==> config.mk <==
export PLATFORM = sky130hd
export DESIGN_NAME = spi_slave
export DESIGN_NICKNAME = d
export VERILOG_FILES = /design/src/rtl/spi_pkg.sv /design/src/rtl/spi_sync_edge.sv /design/src/rtl/spi_slave.sv
export SDC_FILE = /design/constraint.sdc
export NUM_CORES = 1
export LEC_CHECK = 0
export CORE_MARGIN = 2
export CORE_UTILIZATION = 48
export DETAILED_ROUTE_END_ITERATION = 8
export PLACE_DENSITY_LB_ADDON = 0.05
export SYNTH_ARGS = -nofsm -noshare
export SYNTH_HDL_FRONTEND = slang
export SYNTH_SLANG_ARGS = --single-unit
==> constraint.sdc <==
create_clock -name sys_clk -period 1.49 [get_ports sys_clk]
set_input_delay 0.298 -clock sys_clk [delete_from_list [all_inputs] [get_ports sys_clk]]
set_output_delay 0.298 -clock sys_clk [all_outputs]
set_load 0.05 [all_outputs]
==> src/rtl/spi_pkg.sv <==
// rtl/spi_pkg.sv - shared SPI mode constants and FSM state type for the SPI link
package spi_pkg;

    localparam logic SPI_CPOL = 1'b0;
    localparam logic SPI_CPHA = 1'b0;

    typedef enum logic {
        IDLE,
        ACTIVE
    } spi_state_t;

endpackage

==> src/rtl/spi_sync_edge.sv <==
// rtl/spi_sync_edge.sv - N-stage input synchronizer with rise/fall detection
module spi_sync_edge #(
    parameter int   STAGES  = 2,
    parameter logic RST_VAL = 1'b0
) (
    input  logic sys_clk,
    input  logic sys_rst,
    input  logic din,
    output logic dout,
    output logic rise,
    output logic fall
);

    logic [STAGES-1:0] sync_q;
    logic              dly_q;

    always_ff @(posedge sys_clk) begin
        if (sys_rst) begin
            sync_q <= {STAGES{RST_VAL}};
            dly_q  <= RST_VAL;
        end else begin
            sync_q <= {sync_q[STAGES-2:0], din};
            dly_q  <= sync_q[STAGES-1];
        end
    end

    assign dout = sync_q[STAGES-1];
    assign rise = dout & ~dly_q;
    assign fall = ~dout & dly_q;

endmodule

==> src/rtl/spi_slave.sv <==
// rtl/spi_slave.sv - mode-0 SPI slave with one-entry TX holding buffer, oversampled on sys_clk
module spi_slave
    import spi_pkg::*;
#(
    parameter int                DATA_W      = 8,
    parameter int                SYNC_STAGES = 2,
    parameter logic [DATA_W-1:0] IDLE_FILL   = 8'hFF
) (
    input  logic              sys_clk,
    input  logic              sys_rst,
    input  logic              spi_sclk,
    input  logic              spi_cs,
    input  logic              spi_mosi,
    output logic              spi_miso,
    output logic              spi_miso_oe,
    input  logic [DATA_W-1:0] tx_data,
    input  logic              tx_valid,
    output logic              tx_ready,
    output logic [DATA_W-1:0] rx_data,
    output logic              rx_valid,
    output logic              frame_active,
    output logic              frame_end,
    output logic              tx_underrun
);

    localparam int CNT_W  = $clog2(DATA_W);
    localparam int FILL_W = $clog2(SYNC_STAGES + 1);

    logic sclk_lvl_unused, sclk_rise, sclk_fall;
    logic cs_s, cs_rise, cs_fall;
    logic mosi_s, mosi_rise_unused, mosi_fall_unused;

    spi_sync_edge #(.STAGES(SYNC_STAGES), .RST_VAL(1'b0)) u_sclk (
        .sys_clk(sys_clk), .sys_rst(sys_rst), .din(spi_sclk),
        .dout(sclk_lvl_unused), .rise(sclk_rise), .fall(sclk_fall)
    );
    spi_sync_edge #(.STAGES(SYNC_STAGES), .RST_VAL(1'b1)) u_cs (
        .sys_clk(sys_clk), .sys_rst(sys_rst), .din(spi_cs),
        .dout(cs_s), .rise(cs_rise), .fall(cs_fall)
    );
    spi_sync_edge #(.STAGES(SYNC_STAGES), .RST_VAL(1'b0)) u_mosi (
        .sys_clk(sys_clk), .sys_rst(sys_rst), .din(spi_mosi),
        .dout(mosi_s), .rise(mosi_rise_unused), .fall(mosi_fall_unused)
    );

    spi_state_t        state;
    logic              armed;
    logic [FILL_W-1:0] fill_cnt;
    logic [CNT_W-1:0]  bit_cnt;
    logic [DATA_W-2:0] rx_shift;
    logic [DATA_W-1:0] tx_shift;
    logic [DATA_W-1:0] buf_data;
    logic              buf_full;

    logic              start, load, accept;
    logic [DATA_W-1:0] load_byte;

    assign start     = (state == IDLE) && armed && cs_fall;
    assign load      = start || ((state == ACTIVE) && !cs_rise && sclk_fall && (bit_cnt == '0));
    assign load_byte = buf_full ? buf_data : IDLE_FILL;
    assign accept    = tx_valid && !buf_full;
    assign tx_ready  = ~buf_full;
    assign spi_miso_oe = frame_active;

    always_ff @(posedge sys_clk) begin
        if (sys_rst) begin
            buf_full <= 1'b0;
            buf_data <= '0;
        end else if (load && buf_full) begin
            buf_full <= 1'b0;
        end else if (accept) begin
            buf_full <= 1'b1;
            buf_data <= tx_data;
        end
    end

    always_ff @(posedge sys_clk) begin
        if (sys_rst) begin
            state        <= IDLE;
            armed        <= 1'b0;
            fill_cnt     <= '0;
            bit_cnt      <= '0;
            rx_shift     <= '0;
            tx_shift     <= '0;
            rx_data      <= '0;
            rx_valid     <= 1'b0;
            frame_active <= 1'b0;
            frame_end    <= 1'b0;
            tx_underrun  <= 1'b0;
            spi_miso     <= 1'b0;
        end else begin
            rx_valid    <= 1'b0;
            frame_end   <= 1'b0;
            tx_underrun <= load && !buf_full;

            // Arm only once the synchronizer holds real post-reset samples of CS high.
            if (fill_cnt != FILL_W'(SYNC_STAGES))
                fill_cnt <= fill_cnt + FILL_W'(1);
            else if (cs_s)
                armed <= 1'b1;

            if (load) begin
                tx_shift <= load_byte;
                spi_miso <= load_byte[DATA_W-1];
            end

            case (state)
                IDLE: begin
                    if (start) begin
                        state        <= ACTIVE;
                        frame_active <= 1'b1;
                        bit_cnt      <= '0;
                    end
                end
                ACTIVE: begin
                    if (cs_rise) begin
                        state        <= IDLE;
                        frame_active <= 1'b0;
                        frame_end    <= 1'b1;
                        bit_cnt      <= '0;
                        spi_miso     <= 1'b0;
                    end else begin
                        if (sclk_rise) begin
                            rx_shift <= {rx_shift[DATA_W-3:0], mosi_s};
                            if (bit_cnt == CNT_W'(DATA_W - 1)) begin
                                rx_data  <= {rx_shift, mosi_s};
                                rx_valid <= 1'b1;
                                bit_cnt  <= '0;
                            end else begin
                                bit_cnt <= bit_cnt + CNT_W'(1);
                            end
                        end
                        if (sclk_fall && (bit_cnt != '0)) begin
                            tx_shift <= {tx_shift[DATA_W-2:0], 1'b0};
                            spi_miso <= tx_shift[DATA_W-2];
                        end
                    end
                end
                default: state <= IDLE;
            endcase
        end
    end

endmodule

==> tab_implementation.tex, run 1 <==
\begin{tabular}{lr}
\hline
Metric & Value \\
\hline
\multicolumn{2}{l}{\textbf{Clocking}} \\
Clk sink count & 51 \\
Total clock buffers created by CTS & 5 \\
Hold Buf Count CTS & 0 \\
Maximum clock path buffer count & 2 \\
Clock insertion delay at the later pin of the skew report & 300 ps \\
H-tree depth & 2 \\
Clock slew at reported path FFs & 90 ps \\
CTS root buffer & sky130\_fd\_sc\_hd\_\_clkbuf\_8 \\
CTS tree & done \\
\multicolumn{2}{l}{\textbf{STA}} \\
Hold WS & 411 ps \\
Count of final max-slew check failures & 0 \\
Worst clock skew & 6.47 ps \\
Relative max-transition margin & 81.9\% \\
Achievable Freq & 692 MHz \\
Count of final setup violators & 0 \\
Worst-margin pin slew & 271 ps \\
Minimum clock period after layout & 1450 ps \\
Final hold viol count & 0 \\
Final Cycle Share & 97.0\% \\
\multicolumn{2}{l}{\textbf{Yosys}} \\
Portion of synthesized cell area occupied by the leading cell type & 50.3\% \\
Average cell area after synthesis & 8.75 µm² \\
Yosys cell types & 33 \\
Synth top cells by count & sky130\_fd\_sc\_hd\_\_dfxtp\_1, sky130\_fd\_sc\_hd\_\_nand2\_1, sky130\_fd\_sc\_hd\_\_a21oi\_1 \\
Cell type contributing the most total cell area after synthesis & sky130\_fd\_sc\_hd\_\_dfxtp\_1 \\
Number of warnings issued by yosys & 0 \\
Sequential cell area fraction in the yosys report & 50.3\% \\
EDFF count, synth & 0 \\
Most common cell in the synthesized netlist & sky130\_fd\_sc\_hd\_\_dfxtp\_1 \\
Post-Synthesis Net Count & 250 \\
Cell area after synthesis & 2030 µm² \\
Top flip-flop cell by instance count after synthesis & sky130\_fd\_sc\_hd\_\_dfxtp\_1 \\
Synthesized flop and latch total & 51 \\
Proportion of synthesized flip-flops having asynchronous set or reset & 0\% \\
Synth area leaders & sky130\_fd\_sc\_hd\_\_dfxtp\_1, sky130\_fd\_sc\_hd\_\_a21oi\_1, sky130\_fd\_sc\_hd\_\_nand2\_1, sky130\_fd\_sc\_hd\_\_nand3\_1, sky130\_fd\_sc\_hd\_\_nor2b\_1 \\
Synthesized instance count & 232 \\
\multicolumn{2}{l}{\textbf{Critical path}} \\
Crit path max fanout & 5 \\
Slowest stage cell, crit path & sky130\_fd\_sc\_hd\_\_dfxtp\_2 \\
Worst r2r src & bit\_cnt[1] \\
Highest cell delay on the worst timing path & 330 ps \\
Buffering stage count on the worst path with inverters included & 1 \\
Ordered cell list for the critical path & inv\_2 -> ha\_4 -> and4bb\_2 -> a31oi\_4 -> nand2b\_4 -> o221a\_4 \\
Endpoint arrival time on the critical path & 1650 ps \\
Worst Path Required & 1690 ps \\
Total stage count of the critical path & 6 \\
Kind of critical path & flip-flop to flip-flop \\
Worst Setup SP & bit\_cnt[1] \\
Startpoint class of the critical path & flip-flop \\
Critical path endpoint category & flip-flop \\
Flop-to-flop setup slack & 40 ps \\
Kind of cell adding the most delay to the critical path & simple AND/OR/NAND/NOR gates \\
Worst-case reg-to-reg path depth & 6 \\
CP endpoint & tx\_shift[4] \\
Terminus of the critical flop-to-flop path & tx\_shift[4] \\
\multicolumn{2}{l}{\textbf{Cells and area}} \\
Post-synthesis to final-layout area growth & 36.8\% \\
Area occupied by registers & 1020 µm² \\
Share of the core filled with cells & 69.0\% \\
Count of fill cells added during filler insertion & 311 \\
Number of nets in the layout & 291 \\
Number of diodes added for antenna fixing & 0 \\
Post-layout instance area & 2780 µm² \\
Multi-input combinational cell area & 952 µm² \\
Ratio of cells with drive above 1 in the final layout & 23.4\% \\
Finished Layout Cells & 324 \\
\multicolumn{2}{l}{\textbf{Placement}} \\
Placed insts & 314 \\
Placement-stage cell area & 2610 µm² \\
Port Buffer Count & 28 \\
Post-DP HPWL & 2.96 mm \\
Global placer's final weighted congestion & 0.938 \\
\multicolumn{2}{l}{\textbf{Drt}} \\
Vias per inst & 5.29 \\
1st-pass router iterations & 4 \\
Routed wire length & 4.27 mm \\
Avg WL per Cell & 13.2 µm \\
DRC viols & 0 \\
1st-iter DRT viols & 82 \\
Number of nets still failing antenna checks after routing & 0 \\
Vias after detailed routing & 1714 \\
\multicolumn{2}{l}{\textbf{Power and ir drop}} \\
Static Leak & 0.00102 µW \\
Total power & 2640 µW \\
Worst vdd rail ir drop & 739 µV \\
Total power divided by cell area & 950 nW/µm² \\
\multicolumn{2}{l}{\textbf{Global routing}} \\
Number of global-route vias before repair & 1721 \\
Global-route wire length before repair & 7.48 mm \\
Maximum number of pins on one net before global-route repair & 23 \\
Antenna violations before repair & 0 \\
Remaining Overflow, GRT & 0 \\
Total track usage & 18.8\% \\
\multicolumn{2}{l}{\textbf{Floorplanning}} \\
Number of I/O pins & 29 \\
Die outline width & 69.0 µm \\
Die area & 4770 µm² \\
Core box area & 4030 µm² \\
Cell row count & 23 \\
Initial core utilization & 50.4\% \\
Die outline height & 69.0 µm \\
\multicolumn{2}{l}{\textbf{Min path}} \\
Hold Crit Class & flip-flop to flip-flop \\
\multicolumn{2}{l}{\textbf{Job}} \\
Max-cap viol count & 0 \\
\multicolumn{2}{l}{\textbf{Outcome}} \\
Status & completed \\
\hline
\end{tabular}
==> per-stage QoR <==
stage,TNS (ps),setup slack [ps]
global route,-24.4,-12.9
finish,0,44.9
detailed placement,0,0.792
global placement,0,28.7
floorplan,0,20.7
CTS,0,1.42
==> layout by cell type, fill, tap and decap left out, drive strengths merged, types with 3 or more instances in the layout <==
cell	synthesis	layout
dfxtp	51	51
clkdlybuf4s50	0	13
buf	6	35
o21ai	5	5
ha	4	4
clkbuf	9	7
nand2b	5	5
nor2b	9	9
nand2	40	40
nor3	8	8
a21oi	33	33
inv	9	9
nor2	11	11
or2	3	3
o32ai	4	4
nand3	12	12
nor3b	4	4
==> power breakdown <==
| group | switching, µW | internal [µW] |
|---|---|---|
| clock network | 421 | 380 |
| logic | 182 | 171 |
| registers | 51.9 | 1430 |
| total | 655 | 1990 |
==> cell type report <==
cell class	count	share of cell area [%]
clock inverter	1	0.315
tap	50	2.25
multi-input combinational	157	34.3
inverter	10	1.40
clock buffer	7	3.11
sequential	51	36.9
timing repair buffer	48	21.8
==> flip-flops by register name, summed over array words and instances, names as in the netlist <==
name / flops
tx_shift: 7
frame_active: 1
u_mosi.sync_q: 2
buf_full: 1
fill_cnt: 2
tx_underrun: 1
spi_miso: 1
rx_shift: 7
buf_data: 8
state: 1
u_cs.sync_q: 2
frame_end: 1
armed: 1
rx_valid: 1
u_cs.dly_q: 1
rx_data: 8
u_sclk.sync_q: 2
u_sclk.dly_q: 1
bit_cnt: 3
==> repair_timing <==
item | in CTS | in global routing
gates cloned | 1 | 0
pin swaps | 1 | 5
gates resized for setup | 4 | 11
buffers inserted | 0 | 1
endpoints found under the setup margin | 3 | 17
==> kinds of logic (layout without fill, tap and decap cells) <==
| kind of cell | Yosys count | after routing | synth area share, % |
|---|---|---|---|
| adder cells (fa/ha/maj) | 4 | 4 | 2.46 |
| XOR/XNOR | 1 | 1 | 0.431 |
| flip-flops | 51 | 51 | 50.3 |
| AND/OR/NAND/NOR | 100 | 100 | 24.6 |
| AO/OA/AOI/OAI | 51 | 52 | 16.0 |
| buffers and inverters | 25 | 66 | 6.16 |
==> worst register-to-register path, stage by stage (launching register included) <==
cell                       delay (ps)
sky130_fd_sc_hd__dfxtp_2          330
sky130_fd_sc_hd__inv_2             60
sky130_fd_sc_hd__ha_4             130
sky130_fd_sc_hd__and4bb_2         300
sky130_fd_sc_hd__a31oi_4          130
sky130_fd_sc_hd__nand2b_4         180
sky130_fd_sc_hd__o221a_4          210
==> per-layer routing <==
| layer | track usage (%) | vias up | share of wire (%) |
|---|---|---|---|
| met1 | 23.1 | 794 | 46 |
| met4 | 5.45 | 0 | 1.1 |
| met5 | 0 | - | 0 |
| li1 | - | 882 | - |
| met2 | 32.2 | 33 | 48 |
| met3 | 5.26 | 5 | 4.6 |
==> how the worst min path moves through the flow <==
stage | from | end | slack, ps | cells past startpoint
3_5_place_dp | u_cs.sync_q[0] | u_cs.sync_q[1] | 390 | 1
6_report | u_cs.sync_q[0] | u_cs.sync_q[1] | 410 | 1
4_1_cts | u_cs.sync_q[0] | u_cs.sync_q[1] | 410 | 1
5_1_grt | u_cs.sync_q[0] | u_cs.sync_q[1] | 440 | 1
2_1_floorplan | u_cs.sync_q[0] | u_cs.sync_q[1] | 390 | 1
3_3_place_gp | u_cs.sync_q[0] | u_cs.sync_q[1] | 390 | 1
(Power assumes the default switching activity.)
==> run 2: changes to the inputs <==
- SETUP_SLACK_MARGIN: unset -> 0.02
==> tab_implementation.tex, run 2 (same netlist as run 1, synthesis figures left out) <==
\begin{tabular}{lr}
\hline
Metric & Value \\
\hline
\multicolumn{2}{l}{\textbf{Drt}} \\
Number of nets still failing antenna checks after routing & 0 (unchanged) \\
DRC viols & 0 (unchanged) \\
Vias per inst & 5.30 (+0.16\%) \\
1st-pass router iterations & 4 (unchanged) \\
Avg WL per Cell & 13.2 µm (+0.44\%) \\
Routed wire length & 4.30 mm (+0.75\%) \\
Vias after detailed routing & 1722 (+0.47\%) \\
1st-iter DRT viols & 87 (+6.1\%) \\
\multicolumn{2}{l}{\textbf{Clocking}} \\
Hold Buf Count CTS & 0 (unchanged) \\
CTS tree & done \\
Total clock buffers created by CTS & 5 (unchanged) \\
Clock slew at reported path FFs & 90 ps (about the same) \\
CTS root buffer & sky130\_fd\_sc\_hd\_\_clkbuf\_8 \\
Clock insertion delay at the later pin of the skew report & 300 ps (about the same) \\
Clk sink count & 51 (unchanged) \\
Maximum clock path buffer count & 2 (unchanged) \\
H-tree depth & 2 (unchanged) \\
\multicolumn{2}{l}{\textbf{Global routing}} \\
Number of global-route vias before repair & 1728 (+0.41\%) \\
Global-route wire length before repair & 7.56 mm (+1.0\%) \\
Antenna violations before repair & 0 (unchanged) \\
Maximum number of pins on one net before global-route repair & 23 (unchanged) \\
Remaining Overflow, GRT & 0 (unchanged) \\
Total track usage & 19.0\% (+0.18 points) \\
\multicolumn{2}{l}{\textbf{Floorplanning}} \\
Die area & 4770 µm² (unchanged) \\
Cell row count & 23 (unchanged) \\
Initial core utilization & 50.4\% (unchanged) \\
Number of I/O pins & 29 (unchanged) \\
Core box area & 4030 µm² (unchanged) \\
Die outline height & 69.0 µm (unchanged) \\
Die outline width & 69.0 µm (unchanged) \\
\multicolumn{2}{l}{\textbf{STA}} \\
Unrepaired setup endpoints after global routing & true \\
Hold WS & 411 ps (unchanged) \\
Final Cycle Share & 96.7\% (-0.32 points) \\
Achievable Freq & 694 MHz (+0.33\%) \\
Minimum clock period after layout & 1440 ps (-4.79 ps) \\
Count of final setup violators & 0 (unchanged) \\
Worst clock skew & 9.28 ps (+2.81 ps) \\
Worst-margin pin slew & 271 ps (-0.0942 ps) \\
Sum of negative setup slack & 0 ps (unchanged) \\
Final hold viol count & 0 (unchanged) \\
Count of final max-slew check failures & 0 (unchanged) \\
Relative max-transition margin & 81.9\% (about the same) \\
\multicolumn{2}{l}{\textbf{Power and ir drop}} \\
Total power divided by cell area & 950 nW/µm² (about the same) \\
Static Leak & 0.00102 µW (+0.47\%) \\
Worst vdd rail ir drop & 736 µV (-0.42\%) \\
\multicolumn{2}{l}{\textbf{Cells and area}} \\
Number of diodes added for antenna fixing & 0 (unchanged) \\
Finished Layout Cells & 325 (+0.31\%) \\
Regs by FF count & buf\_data (8), rx\_data (8) \\
Count of fill cells added during filler insertion & 305 (-1.9\%) \\
Most common cell after layout, fill and taps aside & sky130\_fd\_sc\_hd\_\_dfxtp\_1 \\
Post-layout instance area & 2790 µm² (+0.54\%) \\
Number of nets in the layout & 292 (+0.34\%) \\
Top library cells by usage in the layout, fill and taps aside & sky130\_fd\_sc\_hd\_\_dfxtp\_1, sky130\_fd\_sc\_hd\_\_nand2\_1, sky130\_fd\_sc\_hd\_\_a21oi\_1 \\
Post-synthesis to final-layout area growth & 37.6\% \\
Ratio of cells with drive above 1 in the final layout & 24.4\% (+1.0 points) \\
\multicolumn{2}{l}{\textbf{Critical path}} \\
Critical path endpoint category & flip-flop \\
Highest cell delay on the worst timing path & 330 ps (about the same) \\
Crit path max fanout & 5 (unchanged) \\
Worst Path Required & 1700 ps (about the same) \\
Kind of critical path & flip-flop to flip-flop \\
Endpoint arrival time on the critical path & 1650 ps (about the same) \\
Startpoint class of the critical path & flip-flop \\
Ordered cell list for the critical path & inv\_2 -> ha\_4 -> and4bb\_2 -> a31oi\_4 -> nand2b\_4 -> o221a\_4 \\
Slowest stage cell, crit path & sky130\_fd\_sc\_hd\_\_dfxtp\_2 \\
\multicolumn{2}{l}{\textbf{Min path}} \\
Hold Crit Class & flip-flop to flip-flop \\
\multicolumn{2}{l}{\textbf{Placement}} \\
Placed insts & 314 (unchanged) \\
Port Buffer Count & 28 (unchanged) \\
Post-DP HPWL & 2.96 mm (unchanged) \\
Placement-stage cell area & 2610 µm² (unchanged) \\
Global placer's final weighted congestion & 0.938 (unchanged) \\
\multicolumn{2}{l}{\textbf{Outcome}} \\
Status & completed \\
\multicolumn{2}{l}{\textbf{Job}} \\
Max-cap viol count & 0 (unchanged) \\
\hline
\end{tabular}
[run 2: cell types whose count changed in the layout (fill, tap and decap cells not counted), sizes merged]
cell	delta
buf	+1
[run 2: final cells by class]
| type | count | area [µm²] | share of cell area, % |
|---|---|---|---|
| Timing Repair Buffer | 49 | 613 | 21.9 |
| Inverter | 10 | 38.8 | 1.39 |
| Tap cell | 50 | 62.6 | 2.24 |
| Multi-Input combinational cell | 157 | 960 | 34.3 |
| Clock buffer | 7 | 86.3 | 3.09 |
| Sequential cell | 51 | 1020 | 36.7 |
| Clock inverter | 1 | 8.76 | 0.313 |
[run 2: path summary, 6_finish.rpt]
check / startpoint / endpoint / slack (ps) / cells after the start
worst max-delay path: bit_cnt[1] / tx_shift[4] / 50 / 6
worst max register to register: bit_cnt[1] / tx_shift[4] / 50 / 6
worst min-delay path: u_cs.sync_q[0] / u_cs.sync_q[1] / 410 / 1
worst min register to register: u_cs.sync_q[0] / u_cs.sync_q[1] / 410 / 1
[run 2: worst max-delay path, delay by kind of cell, from the launching register on]
family	cells	cell delay, ps
AO/OA/AOI/OAI	2	340
adder cells (fa/ha/maj)	1	130
buffers and inverters	1	60
flip-flops	1	330
AND/OR/NAND/NOR	2	480
[run 2: stage by stage]
stage	power [µW]	util (%)	setup slack (ps)
2_1_floorplan	1730	-	20.7
3_3_place_gp	1840	64.7	28.7
3_5_place_dp	1850	64.7	0.792
4_1_cts	2670	67.9	34.8
5_1_grt	2790	69.3	-21.1
6_report	2650	69.3	49.7
[run 2: timing repair]
item / CTS / global route
pin swaps: 1 / 5
resized for setup: 6 / 11
gates cloned: 1 / 0
setup buffers: 1 / 1
endpoints found under the setup margin: 4 / 17
[run 2: power by group]
group / total (µW) / internal (µW) / switching (µW) / leakage, µW
logic: 356 / 172 / 185 / 0.000560
clock network: 812 / 381 / 431 / 0.0000484
registers: 1490 / 1430 / 52.4 / 0.000416
[run 2: layer usage]
metal	vias to the layer above	part of all wire [%]	track usage, %
met5	-	0	0
met4	0	1.1	5.45
met3	5	4.3	5.26
met2	36	48	32.4
met1	800	46	23.5
li1	881	-	-
